`src/rtl/thread_ibuf_pkg.sv`:
```
// Shared types and sizing for the per-thread instruction buffer.
// Optional same-cycle fetch bypass is enabled with THREAD_IBUF_BYPASS_EN.
package thread_ibuf_pkg;

    localparam int NUM_Threads = 4;
    localparam int NUM_ALUs    = 1;
    localparam int IBUF_DEPTH  = 4;

    // Any dispatch code at or above NUM_Threads means "no grant".
    localparam logic [2:0] NO_DISPATCH = 3'd4;
    localparam logic [6:0] OPC_IDLE    = 7'h0;

    typedef logic [31:0] instr_t;

    function automatic logic [6:0] opcode_of(input instr_t ins);
        return ins[6:0];
    endfunction

endpackage

```
`src/rtl/ibuf_fifo.sv`:
```
// Single-thread instruction FIFO.
// Push is ignored when the FIFO is full; pop is ignored when it is empty. Flush empties the queue and wins over both.
module ibuf_fifo
    import thread_ibuf_pkg::*;
#(
    parameter  int DEPTH = IBUF_DEPTH,
    localparam int AW    = $clog2(DEPTH)
) (
    input  logic          clk,
    input  logic          rst,
    input  logic          push,
    input  instr_t        din,
    input  logic          pop,
    input  logic          flush,
    output instr_t        dout,
    output logic          valid,
    output logic          full,
    output logic [AW:0]   count
);

    instr_t        mem [DEPTH];
    logic [AW-1:0] wr_ptr;
    logic [AW-1:0] rd_ptr;
    logic          do_push;
    logic          do_pop;

    assign valid   = (count != '0);
    assign full    = (count == (AW+1)'(DEPTH));
    assign do_push = push && !full && !flush;
    assign do_pop  = pop && valid && !flush;
    assign dout    = mem[rd_ptr];

    always_ff @(posedge clk) begin
        if (rst) begin
            wr_ptr <= '0;
            rd_ptr <= '0;
            count  <= '0;
        end else if (flush) begin
            // Discard everything queued; the write side keeps its position.
            rd_ptr <= wr_ptr;
            count  <= '0;
        end else begin
            if (do_push) wr_ptr <= wr_ptr + 1'b1;
            if (do_pop)  rd_ptr <= rd_ptr + 1'b1;
            case ({do_push, do_pop})
                2'b10:   count <= count + 1'b1;
                2'b01:   count <= count - 1'b1;
                default: count <= count;
            endcase
        end
    end

    always_ff @(posedge clk) begin
        if (do_push) mem[wr_ptr] <= din;
    end

endmodule

```
`src/rtl/thread_ibuf.sv`:
```
// Per-thread instruction buffer feeding the dispatcher: one FIFO per thread, heads exposed as opcode/instruction.
// Define THREAD_IBUF_BYPASS_EN to forward fetch_ins straight to an empty thread's head in the same cycle.
module thread_ibuf
    import thread_ibuf_pkg::*;
#(
    parameter  int DEPTH = IBUF_DEPTH,
    localparam int CW    = $clog2(DEPTH) + 1
) (
    input  logic                                clk,
    input  logic                                rst,
    input  logic [NUM_Threads-1:0]              fetch_valid,
    input  logic [NUM_Threads-1:0][31:0]        fetch_ins,
    output logic [NUM_Threads-1:0]              fetch_ready,
    input  logic [NUM_Threads-1:0]              flush,
    input  logic [NUM_ALUs-1:0][2:0]            dispatch_threads,
    output logic [NUM_Threads-1:0][6:0]         oh_out,
    output logic [NUM_Threads-1:0][31:0]        ins_out,
    output logic [NUM_Threads-1:0][CW-1:0]      occupancy,
    output logic                                pop_err
);

    logic [NUM_Threads-1:0] granted;
    logic [NUM_Threads-1:0] push;
    logic [NUM_Threads-1:0] head_valid;
    logic [NUM_Threads-1:0] full;
    logic [NUM_Threads-1:0] consumed;
    logic [NUM_Threads-1:0] bad_grant;
    instr_t                 head [NUM_Threads];

    // Several ALUs naming the same thread still amount to a single pop.
    always_comb begin
        granted = '0;
        for (int t = 0; t < NUM_Threads; t++) begin
            for (int j = 0; j < NUM_ALUs; j++) begin
                if (dispatch_threads[j] == 3'(t)) granted[t] = 1'b1;
            end
        end
    end

    for (genvar t = 0; t < NUM_Threads; t++) begin : g_thread
        logic bypass;

`ifdef THREAD_IBUF_BYPASS_EN
        assign bypass      = !head_valid[t] && fetch_valid[t] && !flush[t];
        assign consumed[t] = bypass && granted[t];
`else
        assign bypass      = 1'b0;
        assign consumed[t] = 1'b0;
`endif
        // A bypassed instruction that is granted at once never enters the queue.
        assign push[t]        = fetch_valid[t] && !consumed[t];
        assign fetch_ready[t] = !full[t];
        assign bad_grant[t]   = granted[t] && !head_valid[t] && !consumed[t];

        ibuf_fifo #(.DEPTH(DEPTH)) u_fifo (
            .clk   (clk),
            .rst   (rst),
            .push  (push[t]),
            .din   (fetch_ins[t]),
            .pop   (granted[t]),
            .flush (flush[t]),
            .dout  (head[t]),
            .valid (head_valid[t]),
            .full  (full[t]),
            .count (occupancy[t])
        );

        always_comb begin
            ins_out[t] = '0;
            if (bypass)             ins_out[t] = fetch_ins[t];
            else if (head_valid[t]) ins_out[t] = head[t];
            oh_out[t] = head_valid[t] || bypass ? opcode_of(ins_out[t]) : OPC_IDLE;
        end
    end

    always_ff @(posedge clk) begin
        if (rst)             pop_err <= 1'b0;
        else if (|bad_grant) pop_err <= 1'b1;
    end

endmodule

```
`config.mk`:
```
export PLATFORM = sky130hd
export DESIGN_NAME = thread_ibuf
export DESIGN_NICKNAME = d
export VERILOG_FILES = /design/src/rtl/thread_ibuf_pkg.sv /design/src/rtl/ibuf_fifo.sv /design/src/rtl/thread_ibuf.sv
export SDC_FILE = /design/constraint.sdc
export NUM_CORES = 1
export LEC_CHECK = 0
export BUFFER_PORTS_ARGS = -buffer_cell sky130_fd_sc_hd__buf_4
export CORE_MARGIN = 2
export CORE_UTILIZATION = 30
export CTS_BUF_LIST = sky130_fd_sc_hd__clkbuf_4 sky130_fd_sc_hd__clkbuf_8
export CTS_CLUSTER_SIZE = 24
export DETAILED_ROUTE_END_ITERATION = 8
export PLACE_DENSITY = 0.46
export SKIP_CTS_REPAIR_TIMING = 1
export SLEW_MARGIN = 20
export SYNTH_ARGS = -nofsm -noshare
export SYNTH_HDL_FRONTEND = slang
export SYNTH_HIERARCHICAL = 1
export SYNTH_SLANG_ARGS = --single-unit
```
`constraint.sdc`:
```
create_clock -name clk -period 2.95 [get_ports clk]
set_clock_uncertainty 0.15 [all_clocks]
set_input_delay 0.1475 -clock clk [delete_from_list [all_inputs] [get_ports clk]]
set_output_delay 0.1475 -clock clk [all_outputs]
set_load 0.02 [all_outputs]
```
==> results.cfg, run 1 <==
[setup_path]
crit_chain = buf_4, mux4_2, and2_1, buf_4
crit_top_cell = buf_4
crit_family = flip-flops
critical_path_buf_inv_count = 2
cpPeakStageDelay_ns = 0.63
critPathCaptureType = primary output
arrival_ns = 2.45
crit_end = ins_out[19]
cp_slowest_cell = dfxtp_2
r2r_end = g_thread[1].u_fifo/count[2]$_SDFFE_PP0P_
rrSetupSlack_ns = 0.22
path_depth = 4
worstSetupPathType = flip-flop to primary output
crit_required_ns = 2.65
reg2reg_depth = 10
crit_path_max_fanout = 11
r2r_start = g_thread[1].u_fifo/count[2]$_SDFFE_PP0P_
crit_path_start_kind = flip-flop

[power]
worst_ir_drop_vdd_mv = 0.288
pwr-share-comb_pct = 7.4
p_leak_nw = 10.1
p_int_mw = 13.1
powerDensity_mw_per_mm2 = 590
switching_share_pct = 22.3
power.share.clock_pct = 40.8
power_frac_seq_pct = 51.8
p_total_mw = 16.9
netSwitchingPower_mw = 3.76

[sta]
finalCritPeriodShare_pct = 93.1
worstMarginPinSlew_ns = 0.741
min_period_ns = 2.75
maxSlewViolCount = 0
holdWs_ns = 0.0648
hold_viol = 0
rsz0062_at_grt = no
max_slew_margin_pct = 50.6
fmax_ghz = 0.364
finalSetupTns_ns = 0
setup_slack_ns = 0.203
setup-violations-final = 0

[clock_tree]
cts_sinks = 549
cts_max_level = 3
tritoncts = yes
cts_root_buf = clkbuf_8
path_clk_slew_ns = 0.05
clockBufferDepth = 3
cts_buffers = 97
clk_latency_ns = 0.66

[flow_run]
maxCapViolations = 0

[floorplanning]
fp.dieW_um = 273
core.rowCount = 98
die_area_mm2 = 0.0748
initial_core_util_pct = 30.4
chipHeight_um = 273
fp.coreArea_mm2 = 0.0717
ioPinCount = 314

[placement]
dpl.hpwl_mm = 30.6
finalWeightedCongestion = 0.719
placedInstanceArea_mm2 = 0.0252
dp_slack_ns = 0.258
port_buffers = 313
dp.cells = 2306

[yosys]
postSynthCellCount = 1080
ys_ff_latch = 549
yosysWarnings = 6
synth_nets = 1245
ys_seq_area_share_pct = 74.0
synth_cell_types = 36
avgSynthCellArea_um2 = 20.2
netlist_area_mm2 = 0.0218

[grt]
grt_first_pass_wirelength_mm = 75.0
antenna_found_initial = 0
overflow = 0
grt_pass1_vias = 12100
grt_start_max_net_pins = 34
grt_use_total_pct = 13.4

[final_layout]
fin_util_pct = 39.8
area_delta_synth_final_pct = 31.1
final_cell_area_mm2 = 0.0286
drive_gt1_share_pct = 40.5
nNetsFinal = 1762
fin_cells = 2625

[drt]
first_pass_iters = 4
wire_per_inst_um = 19.2
route.antenna.remaining_nets = 0
via_per_inst = 4.43
wirelength_mm = 50.4
num_vias = 11600
drtIter0Drc = 576
drt_drc_violations_left = 0

[run_status]
status = complete, no violations

[worst_hold_path]
hold_class = input port to flip-flop
==> state kept, by name, summed over array words and instances, names as in the netlist, named ones only <==
| name | count |
|---|---|
| g_thread.u_fifo/count | 12 |
| g_thread.u_fifo/mem | 512 |
| g_thread.u_fifo/rd_ptr | 8 |
| g_thread.u_fifo/wr_ptr | 8 |
| pop_err | 1 |
==> cell type report <==
type	count	area, um^2
antenna	1	2.50
clock buffer	127	1570
clock inverter	49	339
fill	6703	43200
inverter	35	181
multi-input combinational	420	4960
sequential	549	16100
tap	950	1190
timing repair buffer	494	4190
==> synthesized netlist by cell type <==
cell      count  area, um^2
mux2i_1       1        10.0
nand2b_1      4        25.0
and3_1        1        6.26
or3_1         4        25.0
a21oi_2       4        35.0
buf_4        28         210
fa_1          4        80.1
clkbuf_1     16        60.1
o311ai_1      4        35.0
nor3_1        9        45.0
nor2_1       12        45.0
ha_1         20         250
o21ai_2       8        70.1
or3_2         4        30.0
nor3b_2       1        12.5
mux4_2      128        2880
o21ai_0       4        20.0
dfxtp_1      37         741
xor2_1        8        70.1
or3b_1        4        35.0
edfxtp_1    512       15400
a21oi_1      18        90.1
and2_1      128         801
nor2b_1       4        25.0
and3_2       16         120
o31ai_1       4        30.0
a211oi_1      4        30.0
buf_6        16         180
o21a_1        8        60.1
buf_2        16        80.1
nor3b_1       1        7.51
xnor2_1       8        70.1
nand3_1       8        40.0
inv_1        31         116
clkinv_8      4        65.1
a32oi_1       1        8.76
==> layer usage <==
metal  wire [um]  track usage [%]  vias up
met5           0                0        -
met4        1040             4.75        0
met3        3110             3.96       76
met2       25100             22.6      310
met1       21200             16.3     5942
li1            -                -     5297
==> power by group through the flow <==
stage | Sequential, mW | Combinational [mW] | Clock (mW)
after CTS | 8.73 | 1.12 | 7.19
after floorplan | 8.88 | 0.618 | 0
after global routing | 8.74 | 1.36 | 7.51
after detailed placement | 8.89 | 1.12 | 0
final | 8.73 | 1.25 | 6.88
after global placement | 8.89 | 1.10 | 0
==> cells by family (layout without fill, tap and decap cells) <==
group / Yosys count / in the layout / share of synthesized area [%]
flops: 549 / 549 / 74.0
xor+xnor: 16 / 16 / 0.643
simple gates: 196 / 196 / 5.59
buf+inv: 111 / 705 / 3.27
fa+ha+maj: 24 / 24 / 1.52
compound gates: 55 / 55 / 1.74
other cells: 0 / 1 / 0
mux: 129 / 129 / 13.3
==> worst min path at each step <==
stage | from | to | slack [ns] | cells after the start
after detailed placement | fetch_ins[62] | g_thread[1].u_fifo/mem[2][30]$_DFFE_PP_ | 0.20 | 1
after global routing | fetch_ins[86] | g_thread[2].u_fifo/mem[2][22]$_DFFE_PP_ | 0.006 | 2
after floorplan | rst | g_thread[0].u_fifo/wr_ptr[1]$_SDFFE_PP0P_ | 0.06 | 1
after global placement | fetch_ins[82] | g_thread[2].u_fifo/mem[2][18]$_DFFE_PP_ | 0.20 | 1
after CTS | fetch_ins[23] | g_thread[0].u_fifo/mem[0][23]$_DFFE_PP_ | -0.57 | 1
final | fetch_ins[94] | g_thread[2].u_fifo/mem[0][30]$_DFFE_PP_ | 0.06 | 2
==> layout by cell type, fill, tap and decap left out, drive strengths merged, types with 17 or more instances in the layout <==
cell and count:
and3 17, dlygate4sd3 142, buf 352, clkinv 47, clkbuf 127, edfxtp 512, dfxtp 37, mux4 128
and2 128, inv 33, ha 20, a21oi 22
No activity file was read; power rests on OpenSTA's default activity.
==> run 2, diff against run 1 <==
--- a/config.mk
+++ b/config.mk
@@ -11,7 +11,6 @@
 export CTS_BUF_LIST = sky130_fd_sc_hd__clkbuf_4 sky130_fd_sc_hd__clkbuf_8
 export CTS_CLUSTER_SIZE = 24
 export DETAILED_ROUTE_END_ITERATION = 8
-export PLACE_DENSITY = 0.46
 export SKIP_CTS_REPAIR_TIMING = 1
 export SLEW_MARGIN = 20
 export SYNTH_ARGS = -nofsm -noshare
==> run 2 against run 1 <==
  * Sequential power is essentially flat
  * Combinational power about the same
  * Wire length fell by 4.6%
  * Clock power up 3.6%
  * Sequential cell count is the same
  * Worst setup slack gained 0.0035 ns
==> results.cfg, run 2 (same netlist as run 1, synthesis figures left out) <==
[run_status]
status = complete, no violations

[worst_hold_path]
hold_class = input port to flip-flop

[sta]
rsz0062_at_grt = no
maxSlewViolCount = 0
fmax_ghz = 0.364
setup-violations-final = 0
min_period_ns = 2.74
worstMarginPinSlew_ns = 0.768
finalCritPeriodShare_pct = 93.0
max_slew_margin_pct = 48.8
hold_viol = 0
finalSetupTns_ns = 0

[drt]
drtIter0Drc = 576
drt_drc_violations_left = 0
via_per_inst = 4.46
wirelength_mm = 48.1
first_pass_iters = 4
num_vias = 11600
wire_per_inst_um = 18.4
route.antenna.remaining_nets = 0

[floorplanning]
ioPinCount = 314
initial_core_util_pct = 30.4
core.rowCount = 98
chipHeight_um = 273
fp.dieW_um = 273
die_area_mm2 = 0.0748
fp.coreArea_mm2 = 0.0717

[clock_tree]
cts_buffers = 93
clockBufferDepth = 3
clk_latency_ns = 0.66
tritoncts = yes
path_clk_slew_ns = 0.06
cts_sinks = 549
cts_root_buf = clkbuf_8
cts_max_level = 3

[final_layout]
largest_reg_flops = 512
nNetsFinal = 1749
area_delta_synth_final_pct = 30.9
final_cell_area_mm2 = 0.0285
fin_util_pct = 39.7
top_regs = g_thread.u_fifo/mem: 512 flops, g_thread.u_fifo/count: 12 flops
final_cell_mix = edfxtp_1 (512), buf_4 (338), dlygate4sd3_1 (140), and2_1 (128), mux4_2 (128)
mostFrequentLayoutCell = edfxtp_1
drive_gt1_share_pct = 40.4
regMostFlops = g_thread.u_fifo/mem

[grt]
antenna_found_initial = 2
overflow = 0
grt_first_pass_wirelength_mm = 71.0
grt_pass1_vias = 12200
grt_start_max_net_pins = 34
grt_use_total_pct = 12.6

[power]
powerDensity_mw_per_mm2 = 599
worst_ir_drop_vdd_mv = 0.358
power.share.clock_pct = 41.7
p_leak_nw = 10.0
netSwitchingPower_mw = 3.64
power_frac_seq_pct = 51.1
switching_share_pct = 21.3
p_int_mw = 13.5
pwr-share-comb_pct = 7.2

[flow_run]
maxCapViolations = 0

[setup_path]
crit_required_ns = 2.65
arrival_ns = 2.45
critPathCaptureType = primary output
cp_slowest_cell = dfxtp_2
cpPeakStageDelay_ns = 0.59
critical_path_buf_inv_count = 2
worstSetupPathType = flip-flop to primary output
crit_chain = buf_12, mux4_2, and2_1, buf_4
crit_path_start_kind = flip-flop
crit_path_max_fanout = 23
crit_family = flip-flops

[placement]
dpl.hpwl_mm = 28.8
finalWeightedCongestion = 0.681
placedInstanceArea_mm2 = 0.0251
port_buffers = 313
-- run 2: cell count changes in the layout (fill, tap and decap cells not counted), sizes merged --
cell and change:
bufinv +3, buf -7, dlygate4sd3 -2, clkbuf +10, clkinv -21
-- run 2: per-layer routing --
metal | vias to the layer above | routed length [um] | GRT usage [%]
li1 | 5277 | - | -
met4 | 0 | 1010 | 4.80
met3 | 72 | 3100 | 3.90
met5 | - | 0 | 0
met2 | 304 | 24400 | 21.8
met1 | 5985 | 19600 | 14.6
-- run 2: final timing paths --
check	start	end	slack, ns	cells past startpoint
hold reg to reg	g_thread[2].u_fifo/wr_ptr[0]$_SDFFE_PP0P_	g_thread[2].u_fifo/wr_ptr[0]$_SDFFE_PP0P_	0.35	2
hold / removal	fetch_ins[125]	g_thread[3].u_fifo/mem[3][29]$_DFFE_PP_	0.08	2
setup reg to reg	g_thread[0].u_fifo/count[2]$_SDFFE_PP0P_	g_thread[0].u_fifo/count[2]$_SDFFE_PP0P_	0.23	10
setup / recovery	flip-flop	ins_out[36]	0.21	4
-- run 2: area by class of cell --
type / count / area, um^2
Fill cell: 6548 / 43200
Sequential cell: 549 / 16100
Multi-Input combinational cell: 420 / 4960
Timing Repair Buffer: 485 / 4080
Clock buffer: 137 / 1650
Tap cell: 950 / 1190
Clock inverter: 31 / 327
Inverter: 35 / 181
Antenna cell: 1 / 2.50
-- run 2: power groups by stage --
stage	Sequential (mW)	Combinational [mW]	Clock, mW
final	8.73	1.23	7.13
after global routing	8.74	1.33	7.72
after CTS	8.73	1.09	7.40
after detailed placement	8.89	1.09	0
after global placement	8.88	1.07	0
after floorplan	8.88	0.618	0
-- run 2: through the flow --
stage | instances | setup slack [ns] | hold WS [ns] | total power, mW
floorplan | 1080 | 0.359 | 0.0599 | 9.50
global route | 2607 | 0.0140 | 0.0121 | 17.8
CTS | 2467 | 0.0570 | -0.568 | 17.2
detailed placement | 2299 | 0.254 | 0.199 | 9.99
finish | 2608 | 0.206 | 0.0756 | 17.1
global placement | 2299 | 0.351 | 0.196 | 9.95
==> run 3, diff against run 2 <==
--- a/config.mk
+++ b/config.mk
@@ -6,11 +6,15 @@
 export NUM_CORES = 1
 export LEC_CHECK = 0
 export BUFFER_PORTS_ARGS = -buffer_cell sky130_fd_sc_hd__buf_4
+export CELL_PAD_IN_SITES_DETAIL_PLACEMENT = 0
+export CELL_PAD_IN_SITES_GLOBAL_PLACEMENT = 1
 export CORE_MARGIN = 2
 export CORE_UTILIZATION = 30
 export CTS_BUF_LIST = sky130_fd_sc_hd__clkbuf_4 sky130_fd_sc_hd__clkbuf_8
 export CTS_CLUSTER_SIZE = 24
 export DETAILED_ROUTE_END_ITERATION = 8
+export PLACE_DENSITY_LB_ADDON = 0.1
+export SETUP_SLACK_MARGIN = 0.1
 export SKIP_CTS_REPAIR_TIMING = 1
 export SLEW_MARGIN = 20
 export SYNTH_ARGS = -nofsm -noshare
==> run 3 against run 2 <==
  * Worst hold slack lost 0.0024 ns
  * Largest cell class unchanged
  * Critical path type is now input port to flip-flop
  * First-iteration DRC count down 18%
  * Final cell count is 0.65% higher
  * Sequential share of layout area down 0.26 points
  * Clock-buffer cell count down 1
  * Maximum frequency down 1.6%
==> results.cfg, run 3 (same netlist as run 1, synthesis figures left out) <==
[run_status]
status = complete, no violations

[sta]
max_slew_margin_pct = 62.2
maxSlewViolCount = 0
holdWs_ns = 0.0732
worstMarginPinSlew_ns = 0.567
setup-violations-final = 0
fmax_ghz = 0.359
rsz0062_at_grt = yes
finalCritPeriodShare_pct = 94.5
min_period_ns = 2.79
setup_slack_ns = 0.163
hold_viol = 0

[clock_tree]
cts_root_buf = clkbuf_8
tritoncts = yes
path_clk_slew_ns = 0.06
cts_max_level = 3
cts_buffers = 97
clockBufferDepth = 3
clk_latency_ns = 0.65
cts_sinks = 549

[power]
powerDensity_mw_per_mm2 = 587
p_leak_nw = 10.1
worst_ir_drop_vdd_mv = 0.352

[grt]
grt_pass1_vias = 12100
antenna_found_initial = 6
grt_use_total_pct = 13.6
overflow = 0
grt_first_pass_wirelength_mm = 75.1
grt_start_max_net_pins = 34

[setup_path]
crit_start = dispatch_threads[1]
critPathCaptureType = flip-flop
reg2reg_depth = 10
crit_path_max_fanout = 5
arrival_ns = 3.21
worstSetupPathType = input port to flip-flop
crit_path_start_kind = input port
crit_required_ns = 3.37
r2r_start = g_thread[0].u_fifo/count[2]$_SDFFE_PP0P_

[drt]
drt_drc_violations_left = 0
drtIter0Drc = 475
wire_per_inst_um = 19.5
num_vias = 11500
wirelength_mm = 51.3
first_pass_iters = 6
via_per_inst = 4.39
route.antenna.remaining_nets = 0

[final_layout]
regMostFlops = g_thread.u_fifo/mem
nNetsFinal = 1769
mostFrequentLayoutCell = edfxtp_1
largest_reg_flops = 512
final_cell_mix = edfxtp_1 (512), buf_4 (342), dlygate4sd3_1 (146), and2_1 (128), mux4_2 (128)
drive_gt1_share_pct = 40.3
fin_util_pct = 39.9
top_regs = g_thread.u_fifo/mem: 512 flops, g_thread.u_fifo/count: 12 flops
area_delta_synth_final_pct = 31.5

[floorplanning]
chipHeight_um = 273
core.rowCount = 98
ioPinCount = 314
fp.coreArea_mm2 = 0.0717
initial_core_util_pct = 30.4
die_area_mm2 = 0.0748
fp.dieW_um = 273

[worst_hold_path]
hold_depth = 2
hold_class = input port to flip-flop
hp-start = fetch_ins[58]

[placement]
dp_slack_ns = 0.204
finalWeightedCongestion = 0.698
port_buffers = 313
dpl.hpwl_mm = 31.2

[flow_run]
maxCapViolations = 0
[run 3: cell types whose count changed in the layout (fill, tap and decap cells not counted), sizes merged]
cell,change
bufinv,-4
diode,+3
buf,+10
dlygate4sd3,+6
clkinv,+3
clkbuf,-1
[run 3: metrics by stage]
| step | setup TNS, ns | power, mW | cell area, um^2 | instances |
|---|---|---|---|---|
| finish | 0 | 16.8 | 28700 | 2625 |
| global placement | 0 | 10.0 | 25300 | 2308 |
| CTS | -0.0465 | 17.0 | 27100 | 2474 |
| floorplan | 0 | 9.50 | 21800 | 1080 |
| detailed placement | 0 | 10.0 | 25300 | 2308 |
| global route | 0 | 17.6 | 28700 | 2625 |
[run 3: final cells by class]
class	instances	area (um^2)
Clock buffer	136	1660
Multi-Input combinational cell	420	4980
Inverter	35	181
Antenna cell	4	10.0
Sequential cell	549	16100
Fill cell	6663	43100
Tap cell	950	1190
Timing Repair Buffer	501	4290
Clock inverter	30	221
[run 3: worst paths after layout]
check / end / slack (ns)
worst max-delay path: g_thread[0].u_fifo/count[2]$_SDFFE_PP0P_ / 0.16
worst max register to register: g_thread[0].u_fifo/count[2]$_SDFFE_PP0P_ / 0.28
worst min register to register: g_thread[3].u_fifo/wr_ptr[0]$_SDFFE_PP0P_ / 0.36
worst min-delay path: g_thread[1].u_fifo/mem[1][26]$_DFFE_PP_ / 0.07
[run 3: where the power goes]
part	leakage, nW	internal (mW)	switching [mW]
Clock	0.995	3.79	3.03
Sequential	4.96	8.68	0.0495
Combinational	4.13	0.655	0.595
[run 3: layer usage]
metal	wire length (um)	global-route usage [%]	vias to the layer above
met5	28	0	-
met1	20800	15.5	5865
met3	3040	4.69	88
met2	26300	23.8	250
met4	1100	4.21	4
li1	-	-	5309
[run 3: critical path, cell delays in order]
cell	delay [ns]
dlygate4sd3_1	0.61
buf_4	0.18
nor3_1	0.14
dlygate4sd3_1	0.59
o31ai_1	0.10
nor2_1	0.14
ha_1	0.19
inv_1	0.06
fa_1	0.37
xor2_1	0.16
or3_1	0.30
a211oi_1	0.22
